<file path="src/rtl/mux16_arbiter.sv">
// Two-requester valid/ready arbiter feeding one registered 16-bit output channel.
// Bursts lock the grant until last (or MAX_BURST beats); priority alternates between bursts.
module mux16_arbiter #(
  parameter int MAX_BURST = 16
) (
  input  logic        clk,
  input  logic        rst_n,
  input  logic        a_valid,
  input  logic [15:0] a_data,
  input  logic        a_last,
  output logic        a_ready,
  input  logic        b_valid,
  input  logic [15:0] b_data,
  input  logic        b_last,
  output logic        b_ready,
  output logic        out_valid,
  output logic [15:0] out_data,
  output logic        out_last,
  output logic        out_src,
  input  logic        out_ready,
  output logic        busy
);

  typedef enum logic [1:0] {
    IDLE   = 2'd0,
    LOCK_A = 2'd1,
    LOCK_B = 2'd2
  } state_t;

  localparam logic [7:0] LAST_CNT = 8'(MAX_BURST - 1);

  state_t      state, state_nxt;
  logic        prio, prio_nxt;
  logic [7:0]  cnt, cnt_nxt;
  logic        can_load;
  logic        grant_a, grant_b;
  logic        sel;
  logic [15:0] sel_data;
  logic        sel_last;
  logic        acc;
  logic        release_now;

  // Grant is decided from state, priority and valids only; data never feeds ready.
  always_comb begin
    can_load = !out_valid | out_ready;
    grant_a  = 1'b0;
    grant_b  = 1'b0;
    case (state)
      IDLE: begin
        grant_a = a_valid & (!b_valid | !prio);
        grant_b = b_valid & (!a_valid | prio);
      end
      LOCK_A:  grant_a = 1'b1;
      LOCK_B:  grant_b = 1'b1;
      default: ;
    endcase
  end

  assign a_ready  = rst_n & can_load & grant_a;
  assign b_ready  = rst_n & can_load & grant_b;
  assign sel      = grant_b;
  assign sel_data = sel ? b_data : a_data;
  assign sel_last = sel ? b_last : a_last;
  assign acc      = (a_valid & a_ready) | (b_valid & b_ready);

  // cnt is zero in IDLE, so a burst limit of one releases on the very first beat.
  assign release_now = sel_last | (cnt == LAST_CNT);

  always_comb begin
    state_nxt = state;
    prio_nxt  = prio;
    cnt_nxt   = cnt;
    if (acc) begin
      if (release_now) begin
        state_nxt = IDLE;
        prio_nxt  = ~sel;
        cnt_nxt   = 8'd0;
      end else begin
        state_nxt = sel ? LOCK_B : LOCK_A;
        cnt_nxt   = cnt + 8'd1;
      end
    end
  end

  always_ff @(posedge clk or negedge rst_n) begin
    if (!rst_n) begin
      state <= IDLE;
      prio  <= 1'b0;
      cnt   <= 8'd0;
    end else begin
      state <= state_nxt;
      prio  <= prio_nxt;
      cnt   <= cnt_nxt;
    end
  end

  always_ff @(posedge clk or negedge rst_n) begin
    if (!rst_n) begin
      out_valid <= 1'b0;
      out_data  <= 16'h0000;
      out_last  <= 1'b0;
      out_src   <= 1'b0;
    end else if (acc) begin
      out_valid <= 1'b1;
      out_data  <= sel_data;
      out_last  <= sel_last;
      out_src   <= sel;
    end else if (out_ready) begin
      out_valid <= 1'b0;
    end
  end

  assign busy = (state != IDLE);

endmodule

</file>
<file path="config.mk">
export PLATFORM = sky130hd
export DESIGN_NAME = mux16_arbiter
export DESIGN_NICKNAME = d
export VERILOG_FILES = /design/src/rtl/mux16_arbiter.sv
export SDC_FILE = /design/constraint.sdc
export NUM_CORES = 1
export LEC_CHECK = 0
export BUFFER_PORTS_ARGS = -buffer_cell sky130_fd_sc_hd__buf_4
export CORE_UTILIZATION = 28
export DETAILED_ROUTE_END_ITERATION = 8
export PLACE_DENSITY = 0.54
export SYNTH_ARGS = -nofsm -noshare
export SYNTH_HDL_FRONTEND = slang
export SYNTH_SLANG_ARGS = --single-unit
</file>
<file path="constraint.sdc">
create_clock -name clk -period 3.52 [get_ports clk]
set_input_delay 0.704 -clock clk [delete_from_list [all_inputs] [get_ports clk]]
set_output_delay 0.704 -clock clk [all_outputs]
set_load 0.05 [all_outputs]
</file>
==> results of run 1 <==
==> critical path: cells and delay by family <==
family | cells | cell delay, ns
buffers and inverters | 2 | 0.56
AND/OR/NAND/NOR | 2 | 0.31
==> path summary, 6_finish.rpt <==
kind | startpoint | end | cells past startpoint | slack [ns]
max in group asynchronous | rst_n | out_valid | 1 | 2.87
min in group clk | out_data[1] | out_data[1] | 2 | 0.48
setup / recovery | rst_n | a_ready | 4 | 1.23
hold reg to reg | out_data[1] | out_data[1] | 2 | 0.48
hold / removal | rst_n | out_last | 1 | 0.34
setup reg to reg | state[0] | cnt[5] | 5 | 1.78
==> power groups by stage <==
stage / combinational (uW) / clock (uW) / sequential [uW]
after floorplan: 493 / 0 / 955
after global placement: 1150 / 0 / 618
after detailed placement: 1150 / 0 / 620
after CTS: 1150 / 330 / 617
after global routing: 1220 / 347 / 640
final: 1140 / 321 / 615
==> final cells by class <==
| type | count | area share (%) |
|---|---|---|
| multi-input cells | 113 | 34.7 |
| flip-flops and latches | 30 | 34.6 |
| repair buffers | 62 | 21.4 |
| clock buffers | 8 | 5.07 |
| well taps | 70 | 4.03 |
| inverters | 1 | 0.173 |
==> registers in the layout, summed over array words and instances, names as in the netlist <==
register,count
state,2
out_data,16
out_src,1
out_valid,1
cnt,8
prio,1
out_last,1
==> cells by family (layout without fill, tap and decap cells) <==
logic type / after synthesis / after routing / synth area share (%)
AO/OA/AOI/OAI: 40 / 40 / 19.3
flip-flops: 30 / 30 / 48.6
buffers and inverters: 8 / 71 / 2.91
multiplexers: 17 / 17 / 11.1
adder cells (fa/ha/maj): 1 / 1 / 0.810
AND/OR/NAND/NOR: 55 / 55 / 17.3
==> metal layers <==
metal	wire [um]	GRT usage, %	up-vias	share of wire, %
li1	-	-	657	-
met1	1610	16.5	593	48
met2	1500	19.0	41	45
met3	229	4.19	2	6.8
met4	19	4.62	0	0.57
met5	0	0	-	0
==> cell usage in the layout, fill, tap and decap left out, drive strengths merged, types with 4 or more instances in the layout <==
master and count:
mux2i 16, buf 62, nand2 32, nand2b 4, clkbuf 8, nand3 6, o21ai 22, dfrtp 30
==> stage by stage <==
| step | utilization, % | hold WS, ns | instances | power, uW |
|---|---|---|---|---|
| floorplan | - | 0.408 | 151 | 1450 |
| global placement | 39.6 | 0.464 | 276 | 1760 |
| detailed placement | 39.6 | 0.473 | 276 | 1770 |
| CTS | 41.7 | 0.363 | 284 | 2100 |
| global route | 41.7 | 0.377 | 284 | 2210 |
| finish | 41.7 | 0.345 | 284 | 2070 |
==> summary.md, run 1 <==
| Metric | Value |
|---|---|
| Combinational share of power | about 55% |
| Fillers | roughly 540 |
| Worst EP arrival | 1.59 ns |
| Vias in the first global route | ~1200 |
| Initial Util | 29.7% |
| Fraction of layout cells with a size suffix above 1 | 38.8% |
| First-pass DRT Iterations | 3 |
| Antenna violations before repair | 0 |
| Yosys warns | 0 |
| Die Wd | 76.3 um |
| Post-DP Area | 0.00206 mm2 |
| EDFF count, synth | 0 |
| GRT Resource Usage Total | 12.5% |
| Fin. Hold Viols | 0 |
| CP endpoint kind | output pin |
| RSZ-0062 raised after global routing | no |
| Power density over the cells | 955 mW/mm2 |
| Synth area leaders | dfrtp_1 (49%), mux2i_1 (10%), nand2_1 (7.8%) |
| Detail Route Antenna Nets | 0 |
| Area growth, synth to finish | 40.5% |
| ANT cells | 0 |
| Clk_skew | ~0.012 ns |
| Max incr delay on CP | 0.34 ns |
| Total Neg Setup Slack | 0 ns |
| Storage cell area | between 700 and 800 um2 |
| Fin area | approximately 0.0022 mm2 |
| Number of top-level pins | 61 |
| Chip height | 76.3 um |
| Area of the multi-input gates | 753 um2 |
| Largest net degree at the start of global routing | 50 |
| Crit path time final | 2.29 ns |
| Cell count after synthesis | 151 |
| Worst VDD drop | around 340 uV |
| Pins Over Slew Limit | 0 |
| Clk sinks | 30 |
| Clock latency on the worst-skew pair | about 0.28 ns |
| Setup violations, final | 0 |
| Detailed-route DRC error count | 0 |
| DR vias | 1293 |
| Nets | around 250 |
| DR vias/cell | between 4 and 5 |
| Leading area contributor after synthesis | dfrtp_1 |
| Cell variety after synth | 35 |
| Post_cts resized | 0 |
| Synth top area share | about half |
| Routed Wire Length | about 3400 um |
| Clk pwr share | between 10% and 20% |
| #FFs+latches synth | 30 |
| DP Wirelength | between 2000 and 2500 um |
| Routability congestion estimate | ~0.7 |
| Routed WL per cell | 11.8 um |
| Ys flop type | dfrtp_1 |
| Crit share post-route | 65.1% |
| Worst Path Max Fanout | 32 |
| Fmax | 436 MHz |
| Status | completed |
| DR iter-0 viols | 98 |
| Slew headroom | between 70% and 80% |
| CTS tree | built |
| FFs w/ async S/R, synth | 100% |
| Hold Crit Class | input port to async pin |
| Post-layout worst setup margin | 1.23 ns |
| Top cells by instance count after synthesis | nand2_1 (32), dfrtp_1 (30), o21ai_0 (21) |
| Critical-path cell list | buf_4 -> nand2_1 -> nor3_1 -> buf_4 |
| Inserted Clock Buffers | 5 |
| CP Data Required Time | between 2 and 3 ns |
| CP most frequent cell | buf_4 |
| Net Sw Power | 978 uW |
| Switching share of power | 47.2% |
| Slowest CP cell | buf_4 |
| H-tree Lvls | 2 |
| Port bufs | 60 |
| Clk buf depth | 2 |
| Place WS | 1.18 ns |
| CP startpoint kind | input port |
| Seq/Total Area, Yosys | about half |
| Post-Syn Area | 0.00155 mm2 |
| Syn Area/Cell | between 10 and 15 um2 |
| Hold_buf cts | 0 |
| Core area | 0.00520 mm2 |
| Max-Cap Viols | 0 |
| Clock root buffer | clkbuf_8 |
| Sequential power share | 29.7% |
| Die area | 0.00582 mm2 |
| Post-Syn Nets | ~190 |
| Most common cell in the netlist | nand2_1 |
| Clock transition at path regs | 0.07 ns |
| Row count | 26 |
| Worst-margin pin slew | 0.434 ns |
| Pint | 1090 uW |
| Global-route wire length before repair | 5810 um |
| Leakage power | approximately 0.0011 uW |
| Setup bufs post-CTS | 0 |
| Crit Path Class | input port to output pin |
| Gr ovfl total | 0 |
Note: power is estimated with default switching activity, not from simulation.
==> run 2: changes to the inputs <==
Settings changed: PLACE_DENSITY 0.54 to 0.56.
Clock period 3.52 ns to 2 ns, I/O delays scaled along.
==> run 2 against run 1 <==
First-iteration DRC count decreased by 59%; worst hold slack worse by 0.19 ns; global-route usage is 0.45 points higher; clock skew down 0.0083 ns; clock-buffer cell count down 1; cell area up 1.1%; wire length up 3.1%; via count increased by 1.8%; cell count is 1.1% higher; non-clock buffer count grew 3.
==> summary.md, run 2 (synthesized netlist as in run 1, its figures left out) <==
| Metric | Value |
|---|---|
| Initial Util | 29.7% (unchanged) |
| CP startpoint kind | flip-flop (was input port) |
| Slowest CP cell | dfrtp_1 (was buf_4) |
| Switching share of power | 47.7% (was 47.2%) |
| Antenna violations before repair | 0 (unchanged) |
| Worst r2r src | cnt[5] (was state[0]) |
| Fin area | 0.00219 mm2 (was 0.00217 mm2) |
| Max incr delay on CP | 0.43 ns (was 0.34 ns) |
| Reg with most FFs | out_data (unchanged) |
| FF-to-FF End | state[1] (was cnt[5]) |
| H-tree Lvls | 2 (unchanged) |
| Routability congestion estimate | 0.792 (was 0.689) |
| Die area | 0.00582 mm2 (unchanged) |
| Fin. Hold Viols | 0 (unchanged) |
| Nets | 256 (was 253) |
| Routed Wire Length | 3460 um (was 3350 um) |
| Worst EP arrival | 1.45 ns (was 1.59 ns) |
| Global-route wire length before repair | 6020 um (was 5810 um) |
| Combinational share of power | 56.9% (was 54.8%) |
| CTS tree | built (unchanged) |
| Pint | 1910 uW (was 1090 uW) |
| Number of top-level pins | 61 (unchanged) |
| Routed WL per cell | 12.0 um (was 11.8 um) |
| Clk buf depth | 2 (unchanged) |
| Slew headroom | 70.9% (was 71.1%) |
| First-pass DRT Iterations | 3 (unchanged) |
| GRT Resource Usage Total | 13.0% (was 12.5%) |
| Reg2reg setup slack | 0.27 ns (was 1.78 ns) |
| Core area | 0.00520 mm2 (unchanged) |
| Detail Route Antenna Nets | 0 (unchanged) |
| Most common cell after layout, fill and taps aside | buf_4 (unchanged) |
| Clk pwr share | 13.4% (was 15.5%) |
| Leakage power | 0.00108 uW (was 0.00107 uW) |
| DR iter-0 viols | 40 (was 98) |
| Row count | 26 (unchanged) |
| Commonest cells after routing, fill and taps aside | buf_4 (64), nand2_1 (32), dfrtp_1 (30), o21ai_0 (21), mux2i_1 (16) (was buf_4 (62), nand2_1 (32), dfrtp_1 (30), o21ai_0 (21), mux2i_1 (16)) |
| Max FFs per register | 16 (unchanged) |
| Worst-margin pin slew | 0.437 ns (was 0.434 ns) |
| CP endpoint kind | output pin (unchanged) |
| Sequential power share | 29.7% (about the same) |
| CP Data Required Time | 1.60 ns (was 2.82 ns) |
| Clock root buffer | clkbuf_8 (unchanged) |
| Crit path time final | 1.85 ns |
| Setup bufs post-CTS | 0 (unchanged) |
| Area growth, synth to finish | 42.0% (was 40.5%) |
| Place WS | 0.241 ns (was 1.18 ns) |
| Fmax | 540 MHz |
| Post-DP Area | 0.00210 mm2 (was 0.00206 mm2) |
| Worst Path Max Fanout | 6 (was 32) |
| Clock transition at path regs | 0.06 ns (was 0.07 ns) |
| Crit share post-route | 92.5% |
| Worst VDD drop | 675 uV (was 342 uV) |
| Clk sinks | 30 (unchanged) |
| Die Wd | 76.3 um (unchanged) |
| Top Registers | out_data x16, cnt x8, state x2 (unchanged) |
| ANT cells | 0 (unchanged) |
| Fraction of layout cells with a size suffix above 1 | 40.1% (was 38.8%) |
| Clk_skew | 0.00347 ns (was 0.0118 ns) |
| Max-Cap Viols | 0 (unchanged) |
| Post-layout worst setup margin | 0.149 ns (was 1.23 ns) |
| Detailed-route DRC error count | 0 (unchanged) |
| Clock latency on the worst-skew pair | 0.28 ns (about the same) |
| Vias in the first global route | 1372 (was 1249) |
| Total power | 3650 uW (was 2070 uW) |
| Post_cts resized | 0 (unchanged) |
| Chip height | 76.3 um (unchanged) |
| Hold Crit Class | input port to async pin (unchanged) |
| Largest net degree at the start of global routing | 31 (was 50) |
| Net Sw Power | 1740 uW (was 978 uW) |
| RSZ-0062 raised after global routing | no (unchanged) |
| Critical-path cell list | nand2b_1 -> a21boi_2 -> nor2_2 -> buf_4 (was buf_4 -> nand2_1 -> nor3_1 -> buf_4) |
| R2r worst-path depth | 5 (unchanged) |
| Total Neg Setup Slack | 0 ns (unchanged) |
| Port bufs | 60 (unchanged) |
| Status | completed (unchanged) |
| DR vias | 1316 (was 1293) |
| Crit Path Class | flip-flop to output pin (was input port to output pin) |
| Hold_buf cts | 0 (unchanged) |
| Power density over the cells | 1660 mW/mm2 (was 955 mW/mm2) |
| DP Wirelength | 2540 um (was 2400 um) |
| DR vias/cell | 4.59 (was 4.55) |
| Inserted Clock Buffers | 5 (unchanged) |
| Pins Over Slew Limit | 0 (unchanged) |
| Gr ovfl total | 0 (unchanged) |
| Setup violations, final | 0 (unchanged) |
==> run 2: layout make-up <==
cell class | instances | area (um2)
Tap cell | 70 | 87.6
Clock buffer | 7 | 86.3
Clock inverter | 1 | 5.00
Inverter | 1 | 3.75
Timing Repair Buffer | 65 | 500
Multi-Input combinational cell | 113 | 761
Fill cell | 531 | 3010
Sequential cell | 30 | 751
==> run 2: per-stage QoR <==
step,hold slack [ns],cells,util [%]
6_report,0.155,287,42.2
3_5_place_dp,0.468,279,40.4
5_1_grt,0.192,287,42.2
2_1_floorplan,0.104,151,-
3_3_place_gp,0.462,279,40.4
4_1_cts,0.170,287,42.2
==> run 2: power groups by stage <==
stage	Combinational [uW]	Sequential [uW]	Clock (uW)
2_1_floorplan	875	1680	0
3_3_place_gp	2090	1080	0
3_5_place_dp	2100	1090	0
4_1_cts	2100	1080	506
5_1_grt	2230	1130	532
6_report	2070	1080	488
==> run 2: per-layer routing <==
metal	global-route usage (%)	wire [um]	vias up
met2	21.3	1590	42
met1	15.6	1580	601
met5	0	0	-
met4	4.04	24	0
met3	5.15	268	2
li1	-	-	671
==> run 2: worst max-delay path by stage <==
stage	startpoint	to	slack (ns)	cells after the start
2_1_floorplan	out_valid	a_ready	0.11	3
3_3_place_gp	a_valid	cnt[5]	0.28	6
3_5_place_dp	b_valid	out_data[3]	0.24	6
4_1_cts	state[0]	b_ready	0.13	4
5_1_grt	state[0]	b_ready	0.01	4
6_report	state[0]	b_ready	0.15	4
==> run 2: critical path: cells and delay by family, from the launching register on <==
kind / cells / cell delay, ns
flops: 1 / 0.43
compound gates: 1 / 0.21
buf+inv: 1 / 0.20
simple gates: 2 / 0.34
